File: config.mk
export PLATFORM = sky130hd
export DESIGN_NAME = stopwatch_ctrl_flat
export DESIGN_NICKNAME = d
export VERILOG_FILES = /design/src/rtl/stopwatch_pkg.sv /design/src/rtl/stopwatch_ctrl_if.sv /design/src/rtl/btn_debounce.sv /design/src/rtl/stopwatch_ctrl.sv /design/src/flat_wrapper.sv
export SDC_FILE = /design/constraint.sdc
export NUM_CORES = 1
export LEC_CHECK = 0
export ABC_AREA = 1
export BUFFER_PORTS_ARGS = -buffer_cell sky130_fd_sc_hd__buf_2
export CORE_MARGIN = 4
export CORE_UTILIZATION = 45
export CTS_CLUSTER_DIAMETER = 60
export DETAILED_ROUTE_END_ITERATION = 8
export HOLD_SLACK_MARGIN = 0.1
export SLEW_MARGIN = 0
export SYNTH_ARGS = -nofsm -noshare
export SYNTH_HDL_FRONTEND = slang
export SYNTH_SLANG_ARGS = --single-unit
export TNS_END_PERCENT = 50
File: constraint.sdc
create_clock -name clk -period 2.6 [get_ports clk]
set_clock_uncertainty 0.05 [all_clocks]
set_input_delay 0.39 -clock clk [delete_from_list [all_inputs] [get_ports clk]]
set_output_delay 0.39 -clock clk [all_outputs]
set_load 0.005 [all_outputs]
File: src/rtl/stopwatch_pkg.sv
// rtl/stopwatch_pkg.sv - shared state encoding and seconds constants for the stopwatch controller
package stopwatch_pkg;

    typedef enum logic [1:0] {
        RUN    = 2'd0,
        PAUSED = 2'd1,
        ADJUST = 2'd2
    } state_t;

    localparam int          SEC_W   = 6;
    localparam logic [5:0]  SEC_MAX = 6'd59;

endpackage

File: src/rtl/stopwatch_ctrl_if.sv
// rtl/stopwatch_ctrl_if.sv - control bundle between the stopwatch controller and its counters
interface stopwatch_ctrl_if;
    import stopwatch_pkg::*;

    logic [SEC_W-1:0] seconds_value;
    logic             sec_en;
    logic             min_en;
    logic             cnt_dir;
    logic             counter_clr;

    modport master (
        input  seconds_value,
        output sec_en, min_en, cnt_dir, counter_clr
    );

    modport slave (
        output seconds_value,
        input  sec_en, min_en, cnt_dir, counter_clr
    );
endinterface

File: src/rtl/btn_debounce.sv
// rtl/btn_debounce.sv - 2-flop synchronizer, stability counter and rising-edge pulse for one button
module btn_debounce #(
    parameter int DEBOUNCE_CYCLES = 500_000
) (
    input  logic clk,
    input  logic reset,
    input  logic btn_raw,
    output logic btn_level,
    output logic btn_pulse
);
    localparam int            CW   = $clog2(DEBOUNCE_CYCLES + 1);
    localparam logic [CW-1:0] LAST = CW'(DEBOUNCE_CYCLES - 1);

    logic          sync1;
    logic          sync2;
    logic          level_d;
    logic [CW-1:0] stable_cnt;

    always_ff @(posedge clk) begin
        if (reset) begin
            sync1      <= 1'b0;
            sync2      <= 1'b0;
            level_d    <= 1'b0;
            btn_level  <= 1'b0;
            btn_pulse  <= 1'b0;
            stable_cnt <= '0;
        end else begin
            sync1     <= btn_raw;
            sync2     <= sync1;
            level_d   <= btn_level;
            btn_pulse <= btn_level & ~level_d;
            // Any bounce back to the accepted level restarts the stability window.
            if (sync2 == btn_level) begin
                stable_cnt <= '0;
            end else if (stable_cnt == LAST) begin
                btn_level  <= sync2;
                stable_cnt <= '0;
            end else begin
                stable_cnt <= stable_cnt + CW'(1);
            end
        end
    end
endmodule

File: src/rtl/stopwatch_ctrl.sv
// rtl/stopwatch_ctrl.sv - stopwatch RUN/PAUSED/ADJUST sequencer; STOPWATCH_BLINK_EN adds the adjust blink
module stopwatch_ctrl
    import stopwatch_pkg::*;
#(
    parameter int DIV_1HZ         = 100_000_000,
    parameter int DIV_2HZ         = 50_000_000,
    parameter int DEBOUNCE_CYCLES = 500_000,
    parameter int BLINK_DIV       = 25_000_000
) (
    input  logic              clk,
    input  logic              reset,
    input  logic              btn_pause,
    input  logic              btn_clr,
    input  logic              sel,
    input  logic              adj,
    input  logic              dir,
    stopwatch_ctrl_if.master  ctr,
    output logic              paused,
    output logic [1:0]        state,
    output logic              blink
);
    localparam int            PW       = $clog2(DIV_1HZ);
    localparam logic [PW-1:0] TERM_RUN = PW'(DIV_1HZ - 1);
    localparam logic [PW-1:0] TERM_ADJ = PW'(DIV_2HZ - 1);

    state_t        state_q, state_d, saved_q, saved_d;
    logic [PW-1:0] pre_q, pre_d;
    logic          pause_pulse, clr_pulse, pause_level, clr_level;
    logic          tick, carry, sec_en_d, min_en_d;
    logic          unused_levels;

    btn_debounce #(.DEBOUNCE_CYCLES(DEBOUNCE_CYCLES)) u_pause_db (
        .clk(clk), .reset(reset), .btn_raw(btn_pause),
        .btn_level(pause_level), .btn_pulse(pause_pulse)
    );

    btn_debounce #(.DEBOUNCE_CYCLES(DEBOUNCE_CYCLES)) u_clr_db (
        .clk(clk), .reset(reset), .btn_raw(btn_clr),
        .btn_level(clr_level), .btn_pulse(clr_pulse)
    );

    assign unused_levels = pause_level ^ clr_level;
    assign state         = state_q;
    assign paused        = (state_q == PAUSED);

    // Out-of-range seconds never match either wrap point, so they never carry.
    assign carry = dir ? (ctr.seconds_value == '0) : (ctr.seconds_value == SEC_MAX);
    assign tick  = (state_q != PAUSED) &&
                   (pre_q == ((state_q == ADJUST) ? TERM_ADJ : TERM_RUN));

    always_comb begin
        state_d  = state_q;
        saved_d  = saved_q;
        pre_d    = pre_q;
        sec_en_d = 1'b0;
        min_en_d = 1'b0;

        if (adj && state_q != ADJUST) begin
            state_d = ADJUST;
            saved_d = state_q;
        end else if (!adj && state_q == ADJUST) begin
            state_d = saved_q;
        end else if (pause_pulse && !clr_pulse) begin
            if (state_q == RUN)         state_d = PAUSED;
            else if (state_q == PAUSED) state_d = RUN;
        end

        if (state_d != state_q || clr_pulse) pre_d = '0;
        else if (state_q == PAUSED)          pre_d = pre_q;
        else if (tick)                       pre_d = '0;
        else                                 pre_d = pre_q + PW'(1);

        if (tick && !clr_pulse) begin
            if (state_q == RUN) begin
                sec_en_d = 1'b1;
                min_en_d = carry;
            end else if (state_q == ADJUST) begin
                sec_en_d = sel;
                min_en_d = ~sel;
            end
        end
    end

    always_ff @(posedge clk) begin
        if (reset) begin
            state_q         <= RUN;
            saved_q         <= RUN;
            pre_q           <= '0;
            ctr.sec_en      <= 1'b0;
            ctr.min_en      <= 1'b0;
            ctr.cnt_dir     <= 1'b0;
            ctr.counter_clr <= 1'b0;
        end else begin
            state_q         <= state_d;
            saved_q         <= saved_d;
            pre_q           <= pre_d;
            ctr.sec_en      <= sec_en_d;
            ctr.min_en      <= min_en_d;
            ctr.cnt_dir     <= dir;
            ctr.counter_clr <= clr_pulse;
        end
    end

`ifdef STOPWATCH_BLINK_EN
    localparam int            BW        = $clog2(BLINK_DIV + 1);
    localparam logic [BW-1:0] BLINK_END = BW'(BLINK_DIV - 1);

    logic [BW-1:0] blink_cnt;

    always_ff @(posedge clk) begin
        if (reset || state_q != ADJUST) begin
            blink_cnt <= '0;
            blink     <= 1'b0;
        end else if (blink_cnt == BLINK_END) begin
            blink_cnt <= '0;
            blink     <= ~blink;
        end else begin
            blink_cnt <= blink_cnt + BW'(1);
        end
    end
`else
    localparam int unused_blink_div = BLINK_DIV;
    assign blink = 1'b0;
`endif

endmodule

File: src/flat_wrapper.sv
// flat-port wrapper written by rule: the top's interface ports become plain ports
module stopwatch_ctrl_flat import stopwatch_pkg::*;
#(
    parameter int DIV_1HZ         = 100_000_000,
    parameter int DIV_2HZ         = 50_000_000,
    parameter int DEBOUNCE_CYCLES = 500_000,
    parameter int BLINK_DIV       = 25_000_000
)
  (clk, reset, btn_pause, btn_clr, sel, adj, dir, paused, state, blink, ctr_seconds_value, ctr_sec_en, ctr_min_en, ctr_cnt_dir, ctr_counter_clr);
  stopwatch_ctrl_if ctr_i ();
  input  logic clk;
  input  logic reset;
  input  logic btn_pause;
  input  logic btn_clr;
  input  logic sel;
  input  logic adj;
  input  logic dir;
  output logic paused;
  output logic [1:0] state;
  output logic blink;
  input wire logic [$bits(ctr_i.seconds_value)-1:0] ctr_seconds_value;
  output wire logic [$bits(ctr_i.sec_en)-1:0] ctr_sec_en;
  output wire logic [$bits(ctr_i.min_en)-1:0] ctr_min_en;
  output wire logic [$bits(ctr_i.cnt_dir)-1:0] ctr_cnt_dir;
  output wire logic [$bits(ctr_i.counter_clr)-1:0] ctr_counter_clr;
  assign ctr_i.seconds_value = ctr_seconds_value;
  assign ctr_sec_en = ctr_i.sec_en;
  assign ctr_min_en = ctr_i.min_en;
  assign ctr_cnt_dir = ctr_i.cnt_dir;
  assign ctr_counter_clr = ctr_i.counter_clr;
  stopwatch_ctrl #(.DIV_1HZ(DIV_1HZ), .DIV_2HZ(DIV_2HZ), .DEBOUNCE_CYCLES(DEBOUNCE_CYCLES), .BLINK_DIV(BLINK_DIV)) u_core (.clk(clk), .reset(reset), .btn_pause(btn_pause), .btn_clr(btn_clr), .sel(sel), .adj(adj), .dir(dir), .ctr(ctr_i), .paused(paused), .state(state), .blink(blink));
endmodule
==> out/results.txt, run 1 <==
final wirelength: 8.618 mm
Most used DFF post-synth: dfxtp_1
Fmax achieved: 482.0 MHz
I/O Buffers: 19
dpl cell area: 4394 sq um
CP delay by family, top: simple AND/OR/NAND/NOR gates
sequential fraction of the synthesis area: 0.3958
Worst Path Required: 2.82 ns
Clk pin slew, worst setup/hold paths: 0.09 ns
P per Cell Area: 518.9 nW/um^2
Startpoint Class: register
antenna cell count: 0
mean routed wirelength per cell: 11.31 um
Skew-Pair Late Insertion Delay: 0.35 ns
Fin. Hold Viols: 0
CTS resizes: 0
Final period util: 0.7979
Final Power: 0.002387 W
total negative setup slack: 0 ns
global-route wire length before repair: 15.19 mm
# IOs: 21
RD Place Congestion: 0.8624
Chip Height: 104.6 um
Crit path buffers/inverters: 3
Num CTS Buffers: 9
Synth Net Count: 642
Slew Limit Fails: 0
die area: 10940 sq um
Place WS: 0.5145 ns
Worst-Margin Slew: 0.5696 ns
switch share: 0.2499
floorplan core area: 8891 sq um
initial drt markers: 149
Final nets: 668
Mapped Area: 4198 sq um
dominant cell type by area after synthesis: dfxtp_1
ys async rst share: 0
CTS root buf: clkbuf_8
leakage power: 1.753 nW
CTS tree: yes
Overflow after GRT: 0
DIE WIDTH: 104.6 um
Crit. End Element: register
Ys Warns: 0
number of synthesized flops with an enable pin: 0
synthesized netlist cell count: 623
peak per-stage delay on the critical path: 0.41 ns
critical path fanouts, max: 19
Yosys top cell area share: 0.3958
unrepaired setup endpoints after global routing: no
combinational share of power: 0.056
max_cap viols: 0
initial antenna violation count: 0
residual DRC count: 0
Clk network pwr share: 0.400
Post-CTS Setup Bufs: 0
Finished Cell Area: 4599 sq um
# rows: 34
layout cells sized above 1: 0.1055
CP most frequent cell: nand2_1
part of the power in registers: 0.543
largest net degree at the start of global routing: 20
Num Clock Sinks: 83
vias in the first global route: 3417
via/cell ratio: 4.803
Worst Slack Setup Final: 0.5255 ns
GRT Resource Usage Total: 0.1667
Final min period: 2.075 ns
final HPWL from detailed placement: 6.760 mm
Post-synth top cells: 147 x nand2_1, 119 x nor2_1, 86 x inv_1
crit path cell chain: inv_1, ha_1, inv_2, nand2_2, nand2_2, inv_2, nand2_1, nand2_1, nand2_1, nand4_4, nor2_1
Initial Util: 0.4721
CP arrival: 2.30 ns
clock tree buffer depth: 2
Worst IR Drop VDD: 0.2985 mV
Crit Path Class: reg2reg
cell with the most instances after synthesis: nand2_1
Final ANT Viol Nets: 0
reg2reg start: u_core.state[0]
Synth cell types: 32
ranking of synthesized cells by area: dfxtp_1 40%, nand2_1 13%, nor2_1 11%
Power Internal: 0.001790 W
CP max-delay cell: dfxtp_1
NetSw: 0.0005963 W
Hold Path Class: in2reg
Setup-failing EPs final: 0
post-synthesis register bit count: 83
DR pass1 iterations: 4
Avg Synthesized Cell Area: 6.738 sq um
DR vias: 3660
Slew headroom: 0.6194
synth-to-layout area growth: 9.568%
# hold bufs at CTS: 0
Worst setup startpoint: u_core.state[0]
H-Tree Depth: 3
run status: complete, no violations
min-delay src: btn_clr
==> through the flow <==
step	util	hold slack, ns	instances
finish	0.5173	0.1804	762
global route	0.5173	0.1549	762
CTS	0.5173	0.1567	762
detailed placement	0.4942	0.3333	746
global placement	0.4942	0.3285	746
floorplan	-	0.3232	623
==> flip-flops by register name, summed over array words and instances (netlist names), 2 cells and up <==
| register | count |
|---|---|
| u_core.pre_q | 27 |
| u_core.state | 2 |
| u_core.u_clr_db.stable_cnt | 19 |
| u_core.u_pause_db.stable_cnt | 19 |
| u_core.saved_q | 2 |
==> final timing paths <==
check / end / slack (ns) / cells past startpoint
hold / removal: u_core.u_clr_db.sync1 / 0.18 / 3
setup reg to reg: u_core.pre_q[16] / 0.53 / 11
hold reg to reg: u_core.u_clr_db.btn_pulse / 0.35 / 1
setup / recovery: u_core.pre_q[16] / 0.53 / 11
==> cell usage in the layout (no fill, tap or decap) <==
master / count
o21ai_0: 8
dfxtp_1: 83
nand2_1: 147
nand4_1: 20
xnor2_1: 4
nand2_2: 5
ha_1: 6
clkinvlp_4: 1
o2bb2ai_1: 1
nor2_2: 14
o21bai_1: 1
clkbuf_8: 9
or2_2: 4
conb_1: 1
o211ai_1: 1
xor2_1: 20
bufinv_16: 1
nor2_4: 2
buf_2: 19
or2_0: 1
inv_1: 86
nand3b_1: 3
a21oi_1: 22
nor4_1: 3
buf_4: 1
and2_1: 1
nor3_1: 24
inv_6: 5
inv_2: 3
nand3_1: 33
nand3_2: 3
nor2_1: 119
nor3_2: 1
nor3b_1: 1
nand4_4: 1
==> metal layers <==
layer  track usage  routed length [um]  up-vias
li1              -                   -     1995
met4       0.05530                 108        0
met5             0                   0        -
met1        0.2117                4198     1622
met2        0.2827                4101       35
met3       0.03576                 209        8
==> cell type report <==
type                            instances  area (sq um)
Tap cell                              108         135.1
Inverter                               89         334.1
Clock inverter                          7         81.33
Fill cell                             900          4292
Clock buffer                            9         123.9
Multi-Input combinational cell        446          2161
Timing Repair Buffer                   20         102.6
Sequential cell                        83          1662
==> power groups by stage <==
stage / registers, W / logic, W / clock network (W)
floorplan: 0.00132 / 0.000102 / 0
global placement: 0.00133 / 0.000134 / 0
detailed placement: 0.00133 / 0.000137 / 0
CTS: 0.00130 / 0.000137 / 0.000998
global route: 0.00130 / 0.000155 / 0.00104
finish: 0.00130 / 0.000134 / 0.000956
==> cells by family after synthesis <==
logic type / count (synthesis) / synth area share
and+or+nand+nor: 382 / 0.4045
buffers and inverters: 94 / 0.08942
DFF: 83 / 0.3958
AOI/OAI and AO/OA: 33 / 0.04143
xor gates and xnor gates: 24 / 0.05007
adders and majority gates: 6 / 0.01788
other: 1 / 0.0008933
==> worst register-to-register path, cell delays in order (launching register included) <==
cell	delay, ns
dfxtp_1	0.41
inv_1	0.12
ha_1	0.29
inv_2	0.13
nand2_2	0.07
nand2_2	0.08
inv_2	0.05
nand2_1	0.06
nand2_1	0.07
nand2_1	0.13
nand4_4	0.35
nor2_1	0.20
(Power assumes the default switching activity.)
==> inputs of run 2 (changes only) <==
Clock period 2.6 ns to 1.8 ns, I/O delays scaled along.
==> out/results.txt, run 2 (synthesis gave the netlist of run 1 again) <==
I/O Buffers: 19 (unchanged)
initial antenna violation count: 0 (unchanged)
Crit. End Element: register
Num CTS Buffers: 9 (unchanged)
Setup-failing EPs final: 0 (unchanged)
DIE WIDTH: 104.6 um (unchanged)
initial drt markers: 153 (+2.7%)
layout cells sized above 1: 0.1773 (+0.07182)
Crit Path Class: reg2reg
Finished Cell Area: 5045 sq um (+9.7%)
fin util: 0.5674 (+0.05010)
hold path cells: 4 (+1)
M1 WL: 4.199 mm (about the same)
CP max-delay cell: dfxtp_2
Num Clock Sinks: 83 (unchanged)
residual DRC count: 0 (unchanged)
critical path fanouts, max: 6 (-13)
RD Place Congestion: 0.8734 (+1.3%)
final wirelength: 9.059 mm (+5.1%)
Hold Path Class: in2reg
Final nets: 702 (+5.1%)
CP delay by family, top: simple AND/OR/NAND/NOR gates
floorplan core area: 8891 sq um (unchanged)
DR pass1 iterations: 5 (+1)
vias in the first global route: 3514 (+2.8%)
max_cap viols: 0 (unchanged)
met2 WL: 4.369 mm (+6.5%)
Startpoint Class: register
antenna cell count: 0 (unchanged)
final HPWL from detailed placement: 6.798 mm (+0.56%)
CTS tree: yes
leakage power: 1.951 nW (+11%)
reg2reg path depth: 12 (+1)
uppermost layer routed: met4
most frequent cells in the layout: 144 x nand2_1, 111 x nor2_1, 83 x inv_1, 81 x dfxtp_1, 31 x nand3_1
Chip Height: 104.6 um (unchanged)
WL met3: 359 um (+72%)
Biggest register: u_core.pre_q
reg2reg end: u_core.pre_q[7]
Slew Limit Fails: 0 (unchanged)
clock tree buffer depth: 2 (unchanged)
Fmax achieved: 578.9 MHz (+20%)
run status: complete, no violations
Crit path buffers/inverters: 4 (+1)
GRT Resource Usage Total: 0.1692 (+0.002493)
Regs by FF count: u_core.pre_q: 27 flops, u_core.u_clr_db.stable_cnt: 19 flops, u_core.u_pause_db.stable_cnt: 19 flops
Place WS: -0.08992 ns (-0.6044 ns)
crit path cell chain: inv_2, ha_4, inv_2, nand2_2, nand2_2, inv_2, nand2_2, nand3_1, nand2_2, nand4_4, clkbuf_16, nor2_1
most common cell after layout, fill and taps aside: nand2_1
# IOs: 21 (unchanged)
worst reg-to-reg setup slack: 0.07 ns (-0.45 ns)
H-Tree Depth: 3 (unchanged)
Worst Path Required: 2.04 ns (-0.78 ns)
peak per-stage delay on the critical path: 0.35 ns (-0.06 ns)
Final ANT Viol Nets: 0 (unchanged)
die area: 10940 sq um (unchanged)
CP most frequent cell: nand2_2
CTS root buf: clkbuf_8
dpl cell area: 4587 sq um (+4.4%)
Fin. Hold Viols: 0 (unchanged)
Worst IR Drop VDD: 0.3953 mV (+32%)
mean routed wirelength per cell: 11.38 um (+0.63%)
max reg flops: 27 (unchanged)
Overflow after GRT: 0 (unchanged)
Skew-Pair Late Insertion Delay: 0.35 ns (about the same)
reg2reg start: u_core.state[0]
Initial Util: 0.4721 (unchanged)
synth-to-layout area growth: 20.18%
DR vias: 3887 (+6.2%)
P per Cell Area: 707.2 nW/um^2 (+36%)
Worst Hold End: u_core.ctr.min_en
Worst Slack Setup Final: 0.07248 ns (-0.4530 ns)
global-route wire length before repair: 15.61 mm (+2.7%)
largest net degree at the start of global routing: 19 (-5.0%)
min-delay src: sel
Clk pin slew, worst setup/hold paths: 0.09 ns (about the same)
Final min period: 1.728 ns (-0.3470 ns)
# rows: 34 (unchanged)
CP arrival: 1.97 ns (-0.33 ns)
Final period util: 0.9597 (+0.1618)
via/cell ratio: 4.883 (+1.7%)
run 2: cell types whose count changed in the layout (fill, tap and decap cells not counted), moves of 4 or more:
cell           change
nor2_2             +6
dlygate4sd3_1      +4
nor2_1             -8
ha_1               -4
buf_12             +4
buf_4             +22
inv_6              -4
run 2: area by class of cell:
class / count / area, sq um
sequential: 83 / 1664
inverter: 89 / 334.1
tap: 108 / 135.1
clock buffer: 10 / 137.6
fill: 870 / 3846
timing repair buffer: 54 / 440.4
multi-input combinational: 446 / 2261
clock inverter: 6 / 72.57
run 2: worst min-delay path, stage by stage:
cell and delay [ns]:
buf_2 0.11, nor3_1 0.05, a21oi_1 0.10, nor2_1 0.06
run 2: through the flow:
step	setup TNS, ns	power (W)	cells	hold slack [ns]
floorplan	0	0.002060	623	0.2980
global placement	-0.04571	0.002144	768	0.3296
detailed placement	-1.183	0.002146	768	0.3273
CTS	0	0.003583	790	0.1983
global route	-0.1477	0.003731	796	0.2515
finish	0	0.003567	796	0.2434
run 2: metal layers:
layer,up-vias,track usage
li1,2076,-
met1,1729,0.2213
met2,67,0.2827
met3,15,0.03576
met4,0,0.04967
met5,-,0
run 2: where the power goes:
part | switching, W | internal [W] | total [W]
clock network | 0.000705 | 0.000691 | 0.00140
logic | 0.000159 | 0.000138 | 0.000297
registers | 0.0000169 | 0.00186 | 0.00187
total | 0.000881 | 0.00269 | 0.00357
run 2: repair_timing:
action	CTS	global route
buffers inserted	2	5
setup endpoints to repair	19	28
gates cloned	0	1
pin swaps	1	7
hold buffers	4	0
gates resized for setup	1	28
endpoints found under the hold margin	4	0
run 2: how the worst max path moves through the flow:
stage	to	depth (start not counted)	slack, ns	from
2_1_floorplan	u_core.pre_q[20]	11	0.02	u_core.state[0]
3_3_place_gp	u_core.pre_q[3]	11	-0.007	u_core.state[0]
3_5_place_dp	u_core.pre_q[8]	11	-0.09	u_core.state[0]
4_1_cts	u_core.pre_q[17]	11	0.005	u_core.state[0]
5_1_grt	u_core.pre_q[15]	10	-0.02	u_core.state[1]
6_report	u_core.pre_q[7]	12	0.07	u_core.state[0]
